File: src/rtl/t_toggle_sequencer_pkg.sv
// Shared definitions for the toggle sequencer: FSM state encoding and default counter width.
package t_toggle_sequencer_pkg;

  localparam int unsigned CNT_W_DEFAULT = 8;

  typedef enum logic [1:0] {
    ST_IDLE = 2'd0,
    ST_RUN  = 2'd1,
    ST_DONE = 2'd2
  } state_t;

endpackage

File: src/rtl/t_toggle_sequencer_t_latch.sv
// T flip-flop: q toggles on each rising clock edge where en is high.
module t_latch (
  input  logic clk,
  input  logic rst,
  input  logic en,
  output logic q
);

  always_ff @(posedge clk or posedge rst) begin
    if (rst) begin
      q <= 1'b0;
    end else if (en) begin
      q <= ~q;
    end
  end

endmodule

File: src/rtl/t_toggle_sequencer.sv
// Issues `count` single-cycle toggle enables into a t_latch, one every period+1 cycles,
// with a start/busy/done handshake and an abort that leaves q at its current value.
module t_toggle_sequencer
  import t_toggle_sequencer_pkg::*;
#(
  parameter int unsigned CNT_W = CNT_W_DEFAULT
) (
  input  logic             clk,
  input  logic             rst,
  input  logic             start,
  input  logic [CNT_W-1:0] period,
  input  logic [CNT_W-1:0] count,
  input  logic             abort,
  output logic             busy,
  output logic             done,
  output logic             t_en,
  output logic             q,
  output logic [CNT_W-1:0] remaining
);

  state_t           state, state_n;
  logic [CNT_W-1:0] div_cnt, div_cnt_n;
  logic [CNT_W-1:0] per_q, per_n;
  logic [CNT_W-1:0] rem_q, rem_n;

  always_ff @(posedge clk or posedge rst) begin
    if (rst) begin
      state   <= ST_IDLE;
      div_cnt <= '0;
      per_q   <= '0;
      rem_q   <= '0;
    end else begin
      state   <= state_n;
      div_cnt <= div_cnt_n;
      per_q   <= per_n;
      rem_q   <= rem_n;
    end
  end

  always_comb begin
    state_n   = state;
    div_cnt_n = div_cnt;
    per_n     = per_q;
    rem_n     = rem_q;
    busy      = 1'b0;
    done      = 1'b0;
    t_en      = 1'b0;

    case (state)
      ST_IDLE: begin
        if (start) begin
          per_n = period;
          if (count != '0) begin
            state_n   = ST_RUN;
            div_cnt_n = period;
            rem_n     = count;
          end else begin
            state_n = ST_DONE;
            rem_n   = '0;
          end
        end
      end

      ST_RUN: begin
        busy = 1'b1;
        t_en = (div_cnt == '0);
        // The toggle already enabled this cycle still lands even when aborting.
        if (abort) begin
          state_n = ST_IDLE;
          rem_n   = '0;
        end else if (div_cnt == '0) begin
          div_cnt_n = per_q;
          rem_n     = rem_q - CNT_W'(1);
          if (rem_q == CNT_W'(1)) begin
            state_n = ST_DONE;
          end
        end else begin
          div_cnt_n = div_cnt - CNT_W'(1);
        end
      end

      ST_DONE: begin
        busy    = 1'b1;
        done    = 1'b1;
        state_n = ST_IDLE;
      end

      default: begin
        state_n = ST_IDLE;
      end
    endcase
  end

  assign remaining = rem_q;

  t_latch u_t_latch (
    .clk (clk),
    .rst (rst),
    .en  (t_en),
    .q   (q)
  );

endmodule

File: config.mk
export PLATFORM = sky130hd
export DESIGN_NAME = t_toggle_sequencer
export DESIGN_NICKNAME = d
export VERILOG_FILES = /design/src/rtl/t_toggle_sequencer_pkg.sv /design/src/rtl/t_toggle_sequencer_t_latch.sv /design/src/rtl/t_toggle_sequencer.sv
export SDC_FILE = /design/constraint.sdc
export NUM_CORES = 1
export LEC_CHECK = 0
export ABC_AREA = 1
export CORE_MARGIN = 5
export CORE_UTILIZATION = 54
export CTS_CLUSTER_DIAMETER = 80
export DETAILED_ROUTE_END_ITERATION = 16
export PLACE_DENSITY = 0.84
export REMOVE_ABC_BUFFERS = 1
export SLEW_MARGIN = 20
export SYNTH_ARGS = -nofsm -noshare
export SYNTH_HDL_FRONTEND = slang
export SYNTH_HIERARCHICAL = 1
export SYNTH_SLANG_ARGS = --single-unit
File: constraint.sdc
create_clock -name clk -period 5.1 [get_ports clk]
set_clock_uncertainty 0.1 [all_clocks]
set_input_delay 1.02 -clock clk [delete_from_list [all_inputs] [get_ports clk]]
set_output_delay 1.02 -clock clk [all_outputs]
set_load 0.01 [all_outputs]
==> qor.csv, run 1 <==
stage;metric;value;unit
floorplanning;io_pins;32;
global_routing;grt_pass1_vias;1688;
synth;ys_types;30;
timing;final_max_slew_viol_count;0;
critical_path;reg2reg_from;state[0];
synth;synth-async-reset-ratio;100.0;%
placed_design;gp_congestion;0.8841;
placed_design;numPortBuffers;31;
detailed_routing;drc;0;
finish;fin_cells;338;
synth;synth.avg_cell_area;7.031;sq um
timing;relSlewSlack;63.13;%
cts;cts_resized;0;
synth;ys.flop_type;dfrtp_1;
synth;synth_edf_count;0;
cts;cts_root_buffer;clkbuf_4;
critical_path;reg2reg_slack;2.80;ns
power;power;1.203;mW
global_routing;antenna_found_initial;0;
finish;seqCellArea;675.6;sq um
timing;hold_viol;0;
critical_path;endpoint_kind;output port;
cts;hold_buffers;0;
synth;ys_top_cells_by_area;dfrtp_1, nand2_1, nor2_1;
timing;grt_setup_unrepaired;no;
placed_design;place_inst;334;
status;status;completed;
cts;cts_tree;built;
global_routing;grt_remaining_overflow;0;
critical_path;r2r-end;remaining[3];
run;max-cap-violations;0;
synth;yosysWarningCount;6;
cts;clock_latency;0.32;ns
finish;syn2layout_area_growth;18.61;%
synth;synth_common_cells;nand2_1, nor2_1, inv_1, dfrtp_1, nand3_1;
detailed_routing;drt-initial-drc-count;86;
critical_path;path_max_fanout;11;
power;leakagePower;1.078;nW
finish;fillers;309;
finish;finish.instance_area;2193;sq um
power;power_density;548.7;nW/um^2
synth;synth.most_common_cell;nand2_1;
floorplanning;core_area;3337;sq um
worst_hold_path;hold_path.class;reg2reg;
critical_path;criticalPathCategory;reg2out;
critical_path;required;3.98;ns
cts;path_clk_slew;0.15;ns
critical_path;reg2regPathDepth;9;
synth;ys_ff_latch;27;
synth;syn_area;1849;sq um
finish;drive_above_1_share;9.589;%
worst_hold_path;hold_start;per_q[6];
timing;fin_crit_sh;62.74;%
timing;period_needed;3.199;ns
critical_path;critPathArrivalTime;2.08;ns
floorplanning;num_rows;21;
floorplanning;dieArea;4695;sq um
detailed_routing;ant_nets;0;
timing;setup-tns-final;0;ns
detailed_routing;vias;1690;
cts;cts_max_level;1;
placed_design;preCtsSetupSlack;2.264;ns
floorplanning;die_x;68.52;microns
timing;hold_ws;0.4133;ns
worst_hold_path;min_to;per_q[6];
detailed_routing;totalWireLength;3.932;mm
synth;syn_inst;263;
cts;cts_num_sinks;27;
timing;max_clock_freq;312.5;MHz
global_routing;grt_pass1_wl;7.113;mm
cts;postCtsSetupBuffers;0;
finish;nets;320;
floorplanning;chipHeight;68.52;microns
detailed_routing;detail_route.first_pass.iterations;4;
finish;multi_input_area;968.4;sq um
synth;synth_top_area_cell;dfrtp_1;
detailed_routing;drt-vias-per-instance;5.000;
global_routing;grt_max_degree;27;
critical_path;critical_path.startpoint_type;flip-flop;
finish;final_util;65.73;%
power;peakVddDrop;0.0002826;V
worst_hold_path;whs_path_depth;2;
synth;yosys.area.top_type_share;36.54;%
placed_design;placed_area;2167;sq um
floorplanning;initial_core_util;55.42;%
detailed_routing;wl_per_cell;11.63;microns
cts;cts_buffers;3;
placed_design;dp_hpwl;3.013;mm
timing;tightest_slew;0.5523;ns
cts;clock_path_buffers;2;
timing;layout_setup_ws;1.901;ns
timing;setup_viol;0;
global_routing;grtUsageTotal;19.44;%
finish;antenna_cells;0;
synth;seq_area_frac_synth;36.54;%
## layout by cell type, fill, tap and decap left out, types with 4 or more instances in the layout
cell             count
inv_2                4
o21ai_0             15
o21ai_2              6
ha_1                 7
nand3_1             18
nand2_1             67
dfrtp_1             27
clkdlybuf4s50_1     31
a21oi_1             10
inv_1               35
nor2_1              42
## registers in the layout (all words and copies together), names as in the netlist
name         cells
u_t_latch/q      1
per_q            8
div_cnt          8
remaining        8
state            2
## critical path, stage by stage, from the launching register on
cell and delay, ns:
dfrtp_1 0.40, inv_1 0.11, ha_1 0.15, nand2_1 0.08, nor2_4 0.28, nand2_4 0.10
inv_2 0.10, clkdlybuf4s50_1 0.54
## worst max-delay path by stage
stage	slack, ns	end	depth (start not counted)	from
after floorplan	2.89	t_en	6	div_cnt[0]
final	1.90	t_en	7	div_cnt[0]
after global placement	2.29	t_en	7	div_cnt[0]
after detailed placement	2.26	t_en	7	div_cnt[0]
after global routing	1.75	t_en	7	div_cnt[0]
after CTS	1.89	t_en	7	div_cnt[0]
## final cells by class
class / count / share of cell area (%)
inverter: 40 / 7.074
clock buffer: 4 / 1.198
sequential: 27 / 30.80
tap: 46 / 2.624
timing repair buffer: 31 / 14.15
multi-input combinational: 190 / 44.15
## logic make-up (layout without fill, tap and decap cells)
family | count (synthesis) | count (layout) | share of synthesized area, %
AOI/OAI and AO/OA | 36 | 36 | 11.50
DFF | 27 | 27 | 36.54
and+or+nand+nor | 143 | 143 | 33.83
buffers and inverters | 46 | 75 | 11.10
adders and majority gates | 7 | 7 | 4.736
xor gates and xnor gates | 1 | 1 | 0.4737
muxes | 3 | 3 | 1.827
## report_power, final
part	internal, mW	switching [mW]
combinational	0.286	0.426
sequential	0.317	0.0826
clock	0.0306	0.0620
total	0.633	0.570
## per-layer routing
metal	vias up	GRT usage, %	share of wire (%)
li1	882	-	-
met2	35	33.13	47
met4	0	3.474	0.53
met3	2	3.566	4.4
met5	-	0	0
met1	771	25.87	48
No activity file was read; power rests on OpenSTA's default activity.
==> inputs of run 2 (changes only) <==
--- a/config.mk
+++ b/config.mk
@@ -7,10 +7,10 @@
 export LEC_CHECK = 0
 export ABC_AREA = 1
 export CORE_MARGIN = 5
-export CORE_UTILIZATION = 54
+export CORE_UTILIZATION = 53
 export CTS_CLUSTER_DIAMETER = 80
 export DETAILED_ROUTE_END_ITERATION = 16
-export PLACE_DENSITY = 0.84
+export PLACE_DENSITY = 0.83
 export REMOVE_ABC_BUFFERS = 1
 export SLEW_MARGIN = 20
 export SYNTH_ARGS = -nofsm -noshare
==> constraint.sdc (replaced) <==
create_clock -name clk -period 3.1 [get_ports clk]
set_clock_uncertainty 0.1 [all_clocks]
set_input_delay 0.62 -clock clk [delete_from_list [all_inputs] [get_ports clk]]
set_output_delay 0.62 -clock clk [all_outputs]
set_load 0.01 [all_outputs]
==> run 2 against run 1 <==
Wire length rose by 2.4%. Combinational power rose by 64%. Die area increased by 1.6%. Clock power grew 72%. Non-clock buffer count up 1. Clock-buffer cell count down 1. Global-route usage decreased by 1.6 points. Sequential cell count did not move. Via count grew 0.59%. Total power up 66%. Final area up 0.40%. Largest power group unchanged.
==> qor.csv, run 2 (same netlist as run 1, synthesis figures left out) <==
stage;metric;value;unit;change
status;status;completed;;
timing;final_max_slew_viol_count;0;;unchanged
floorplanning;chipHeight;69.07;microns;+0.80%
global_routing;grt_pass1_vias;1562;;-7.5%
finish;syn2layout_area_growth;19.08;%;
detailed_routing;wl_per_cell;11.88;microns;+2.1%
timing;setup-tns-final;0;ns;unchanged
power;peakVddDrop;0.0004634;V;+64%
global_routing;grtUsageTotal;17.87;%;-1.6 points
run;max-cap-violations;0;;unchanged
timing;layout_setup_ws;0.2840;ns;-1.616 ns
global_routing;grt_remaining_overflow;0;;unchanged
timing;tightest_slew;0.4384;ns;-0.1139 ns
critical_path;reg2reg_from;state[1];;
finish;antenna_cells;0;;unchanged
global_routing;grt_max_degree;27;;unchanged
critical_path;r2r-end;remaining[3];;
power;power;1.992;mW;+66%
cts;clock_path_buffers;2;;unchanged
floorplanning;core_area;3363;sq um;+0.79%
timing;relSlewSlack;70.73;%;+7.6 points
cts;cts_tree;built;;
cts;cts_max_level;1;;unchanged
cts;clock_latency;0.33;ns;about the same
placed_design;gp_congestion;0.8790;;-0.58%
critical_path;reg2regPathDepth;10;;+1
floorplanning;initial_core_util;54.99;%;-0.43 points
cts;path_clk_slew;0.16;ns;about the same
floorplanning;num_rows;21;;unchanged
finish;fin_cells;339;;+0.30%
finish;mostFrequentLayoutCells;nand2_1, nor2_1, inv_1, clkdlybuf4s50_1, dfrtp_1;;
critical_path;required;2.38;ns;-1.60 ns
critical_path;critical_path.startpoint_type;flip-flop;;
finish;finish.instance_area;2202;sq um;+0.40%
placed_design;dp_hpwl;3.079;mm;+2.2%
cts;cts_buffers;3;;unchanged
critical_path;endpoint_kind;output port;;
timing;max_clock_freq;355.1;MHz;
finish;nets;321;;+0.31%
timing;grt_setup_unrepaired;no;;
floorplanning;dieArea;4771;sq um;+1.6%
placed_design;place_inst;335;;+0.30%
floorplanning;io_pins;32;;unchanged
global_routing;grt_pass1_wl;7.286;mm;+2.4%
timing;fin_crit_sh;90.84;%;
critical_path;critPathArrivalTime;2.10;ns;+0.02 ns
timing;hold_viol;0;;unchanged
critical_path;criticalPathCategory;reg2out;;
detailed_routing;ant_nets;0;;unchanged
finish;drive_above_1_share;9.898;%;+0.31 points
placed_design;placed_area;2175;sq um;+0.35%
finish;final_common_cell;nand2_1;;
detailed_routing;detail_route.first_pass.iterations;4;;unchanged
critical_path;path_max_fanout;11;;unchanged
power;leakagePower;1.087;nW;+0.80%
global_routing;antenna_found_initial;0;;unchanged
placed_design;numPortBuffers;31;;unchanged
floorplanning;die_x;69.07;microns;+0.80%
cts;cts_root_buffer;clkbuf_4;;
detailed_routing;top_layer_used;met4;;
detailed_routing;met3_length;161;microns;-6.4%
cts;hold_buffers;0;;unchanged
detailed_routing;drc;0;;unchanged
detailed_routing;drt-vias-per-instance;5.015;;+0.29%
detailed_routing;wl_met2;1.943;mm;+5.3%
detailed_routing;drt-initial-drc-count;169;;+97%
timing;setup_viol;0;;unchanged
detailed_routing;totalWireLength;4.027;mm;+2.4%
detailed_routing;vias;1700;;+0.59%
placed_design;preCtsSetupSlack;0.6621;ns;-1.602 ns
critical_path;reg2reg_slack;0.81;ns;-1.99 ns
cts;postCtsSetupBuffers;0;;unchanged
timing;period_needed;2.816;ns;
worst_hold_path;hold_path.class;in2async;;
power;power_density;904.6;nW/um^2;+65%
cts;cts_resized;0;;unchanged
detailed_routing;wl_met1;1.884;mm;-0.37%
cts;cts_num_sinks;27;;unchanged
-- run 2: cell count changes in the layout (fill, tap and decap cells not counted) --
cell | previous run | this run
clkinv_2 | 0 | 1
clkbuf_1 | 1 | 0
buf_4 | 0 | 1
inv_2 | 4 | 3
inv_1 | 35 | 36
-- run 2: metal layers --
metal	global-route usage, %	vias to the layer above
li1	-	878
met1	25.62	784
met2	28.60	34
met3	2.471	4
met4	3.905	0
met5	0	-
-- run 2: cell type report --
type | instances | area [sq um]
Timing Repair Buffer | 32 | 317.8
Sequential cell | 27 | 675.6
Inverter | 40 | 155.1
Fill cell | 331 | 1161
Tap cell | 46 | 57.56
Clock inverter | 1 | 5.005
Multi-Input combinational cell | 190 | 968.4
Clock buffer | 3 | 22.52
-- run 2: how the worst max path moves through the flow --
stage	startpoint	slack (ns)	cells past startpoint	to
after detailed placement	div_cnt[0]	0.66	7	t_en
after global placement	div_cnt[0]	0.70	7	t_en
after floorplan	state[0]	1.20	9	remaining[3]
after CTS	div_cnt[0]	0.28	7	t_en
after global routing	div_cnt[0]	0.16	7	t_en
final	div_cnt[0]	0.28	7	t_en
-- run 2: report_power, final --
part / internal (mW) / leakage [nW] / switching, mW
clock network: 0.0484 / 0.0177 / 0.110
registers: 0.521 / 0.322 / 0.138
logic: 0.472 / 0.747 / 0.703
total: 1.04 / 1.09 / 0.951
-- run 2: worst max-delay path: stages (launching register included) --
cell             delay, ns
dfrtp_1               0.41
inv_1                 0.11
ha_1                  0.16
nand2_1               0.08
nor2_4                0.29
nand2_4               0.10
inv_2                 0.09
clkdlybuf4s50_1       0.53
-- run 2: metrics by stage --
| step | hold slack [ns] | util, % |
|---|---|---|
| after floorplan | 0.2487 | - |
| after global routing | 0.3114 | 65.48 |
| final | 0.3191 | 65.48 |
| after detailed placement | 0.3889 | 64.66 |
| after global placement | 0.3820 | 64.66 |
| after CTS | 0.3228 | 65.48 |
==> inputs of run 3 (changes only) <==
--- a/config.mk
+++ b/config.mk
@@ -6,8 +6,10 @@
 export NUM_CORES = 1
 export LEC_CHECK = 0
 export ABC_AREA = 1
+export CELL_PAD_IN_SITES_DETAIL_PLACEMENT = 1
+export CELL_PAD_IN_SITES_GLOBAL_PLACEMENT = 1
 export CORE_MARGIN = 5
-export CORE_UTILIZATION = 53
+export CORE_UTILIZATION = 38
 export CTS_CLUSTER_DIAMETER = 80
 export DETAILED_ROUTE_END_ITERATION = 16
 export PLACE_DENSITY = 0.83
==> run 3 against run 2 <==
Setup slack better by 0.025 ns. Sequential cell count unchanged. Total power grew 5.2%. Clock power is 35% higher. Non-clock buffer count is the same. Largest power group unchanged. Clock-buffer cell count unchanged. Critical endpoint unchanged. Critical path depth stayed put. First-iteration DRC count is 64% lower. Die area grew 33%. Sequential share of layout area down 0.62 points. Register-to-register slack worse by 0.10 ns. Final area up 2.0%.
==> qor.csv, run 3 (same netlist as run 1, synthesis figures left out) <==
stage;metric;value;unit;change
finish;fillers;602;;+82%
critical_path;reg2reg_slack;0.71;ns;-0.10 ns
cts;postCtsSetupBuffers;0;;unchanged
finish;nets;321;;unchanged
global_routing;grt_pass1_vias;1938;;+24%
critical_path;reg2regPathDepth;10;;unchanged
critical_path;critPathArrivalTime;2.07;ns;-0.03 ns
placed_design;gp_congestion;0.8515;;-3.1%
timing;period_needed;2.791;ns;-0.02492 ns
floorplanning;die_x;79.76;microns;+15%
detailed_routing;wl_met2;2.482;mm;+28%
timing;relSlewSlack;70.17;%;-0.56 points
power;power_density;932.6;nW/um^2;+3.1%
floorplanning;num_rows;25;;+19%
timing;max_clock_freq;358.3;MHz;+0.89%
detailed_routing;vias;1762;;+3.6%
timing;hold_viol;0;;unchanged
floorplanning;dieArea;6362;sq um;+33%
global_routing;grt_remaining_overflow;0;;unchanged
critical_path;r2r-end;remaining[3];;
detailed_routing;drt-vias-per-instance;4.894;;-2.4%
critical_path;path_max_fanout;11;;unchanged
cts;path_clk_slew;0.10;ns;-0.06 ns
power;peakVddDrop;0.0003985;V;-14%
finish;mostFrequentLayoutCells;nand2_1, nor2_1, inv_1, clkdlybuf4s50_1, dfrtp_1;;
timing;final_max_slew_viol_count;0;;unchanged
detailed_routing;wl_met1;2.120;mm;+13%
placed_design;place_inst;356;;+6.3%
cts;cts_num_sinks;27;;unchanged
critical_path;endpoint_kind;output port;;
timing;fin_crit_sh;90.03;%;-0.80 points
critical_path;criticalPathCategory;reg2out;;
critical_path;reg2reg_from;state[1];;
placed_design;numPortBuffers;31;;unchanged
global_routing;antenna_found_initial;0;;unchanged
timing;grt_setup_unrepaired;no;;
power;power;2.096;mW;+5.2%
worst_hold_path;hold_path.class;in2async;;
cts;clock_latency;0.28;ns;-0.05 ns
floorplanning;chipHeight;79.76;microns;+15%
detailed_routing;wl_per_cell;13.29;microns;+12%
floorplanning;io_pins;32;;unchanged
timing;setup_viol;0;;unchanged
placed_design;dp_hpwl;3.730;mm;+21%
critical_path;critical_path.startpoint_type;flip-flop;;
detailed_routing;totalWireLength;4.784;mm;+19%
detailed_routing;top_layer_used;met4;;
cts;hold_buffers;0;;unchanged
timing;layout_setup_ws;0.3089;ns;+0.02492 ns
detailed_routing;ant_nets;0;;unchanged
status;status;completed;;
run;max-cap-violations;0;;unchanged
timing;setup-tns-final;0;ns;unchanged
cts;cts_root_buffer;clkbuf_8;;
placed_design;preCtsSetupSlack;0.6202;ns;-0.04181 ns
cts;cts_max_level;1;;unchanged
detailed_routing;drc;0;;unchanged
global_routing;grt_max_degree;27;;unchanged
finish;fin_cells;360;;+6.2%
cts;clock_path_buffers;2;;unchanged
floorplanning;core_area;4723;sq um;+40%
cts;cts_buffers;3;;unchanged
critical_path;required;2.38;ns;about the same
detailed_routing;detail_route.first_pass.iterations;4;;unchanged
global_routing;grtUsageTotal;16.94;%;-0.93 points
finish;final_common_cell;nand2_1;;
global_routing;grt_pass1_wl;8.652;mm;+19%
cts;cts_tree;built;;
floorplanning;initial_core_util;39.15;%;-16 points
detailed_routing;met3_length;106;microns;-34%
power;leakagePower;1.095;nW;+0.71%
finish;syn2layout_area_growth;21.52;%;
cts;cts_resized;0;;unchanged
detailed_routing;drt-initial-drc-count;61;;-64%
finish;drive_above_1_share;9.898;%;unchanged
finish;antenna_cells;0;;unchanged
timing;tightest_slew;0.4468;ns;+0.008405 ns
run 3: how the worst max path moves through the flow:
stage,from,to,slack [ns],cells after the start
2_1_floorplan,state[0],remaining[3],1.20,9
3_3_place_gp,div_cnt[0],t_en,0.66,7
3_5_place_dp,div_cnt[0],t_en,0.62,7
4_1_cts,div_cnt[0],t_en,0.29,7
5_1_grt,div_cnt[0],t_en,0.15,7
6_report,div_cnt[0],t_en,0.31,7
run 3: power by group:
group / internal [mW] / switching (mW)
registers: 0.522 / 0.148
clock network: 0.0906 / 0.124
logic: 0.474 / 0.737
total: 1.09 / 1.01
run 3: layout make-up:
class	instances	area [sq um]	share of cell area [%]
tap	67	83.83	3.731
timing repair buffer	32	317.8	14.14
sequential	27	675.6	30.07
multi-input combinational	190	968.4	43.10
inverter	40	155.1	6.904
clock buffer	3	41.29	1.837
clock inverter	1	5.005	0.2227
run 3: worst max-delay path, stage by stage (launching register included):
cell and delay [ns]:
dfrtp_1 0.39, inv_1 0.12, ha_1 0.17, nand2_1 0.08, nor2_4 0.29, nand2_4 0.11, inv_2 0.09, clkdlybuf4s50_1 0.53
run 3: routing by layer:
layer	up-vias	track usage, %
met5	-	0
met4	0	3.716
met3	10	2.483
met2	21	32.14
met1	849	19.94
li1	882	-
run 3: metrics by stage:
stage	utilization, %	area, sq um	hold WS, ns
global route	47.58	2247	0.4367
floorplan	-	1799	0.2487
CTS	47.58	2247	0.4053
global placement	46.60	2201	0.3713
finish	47.58	2247	0.4083
detailed placement	46.60	2201	0.3890
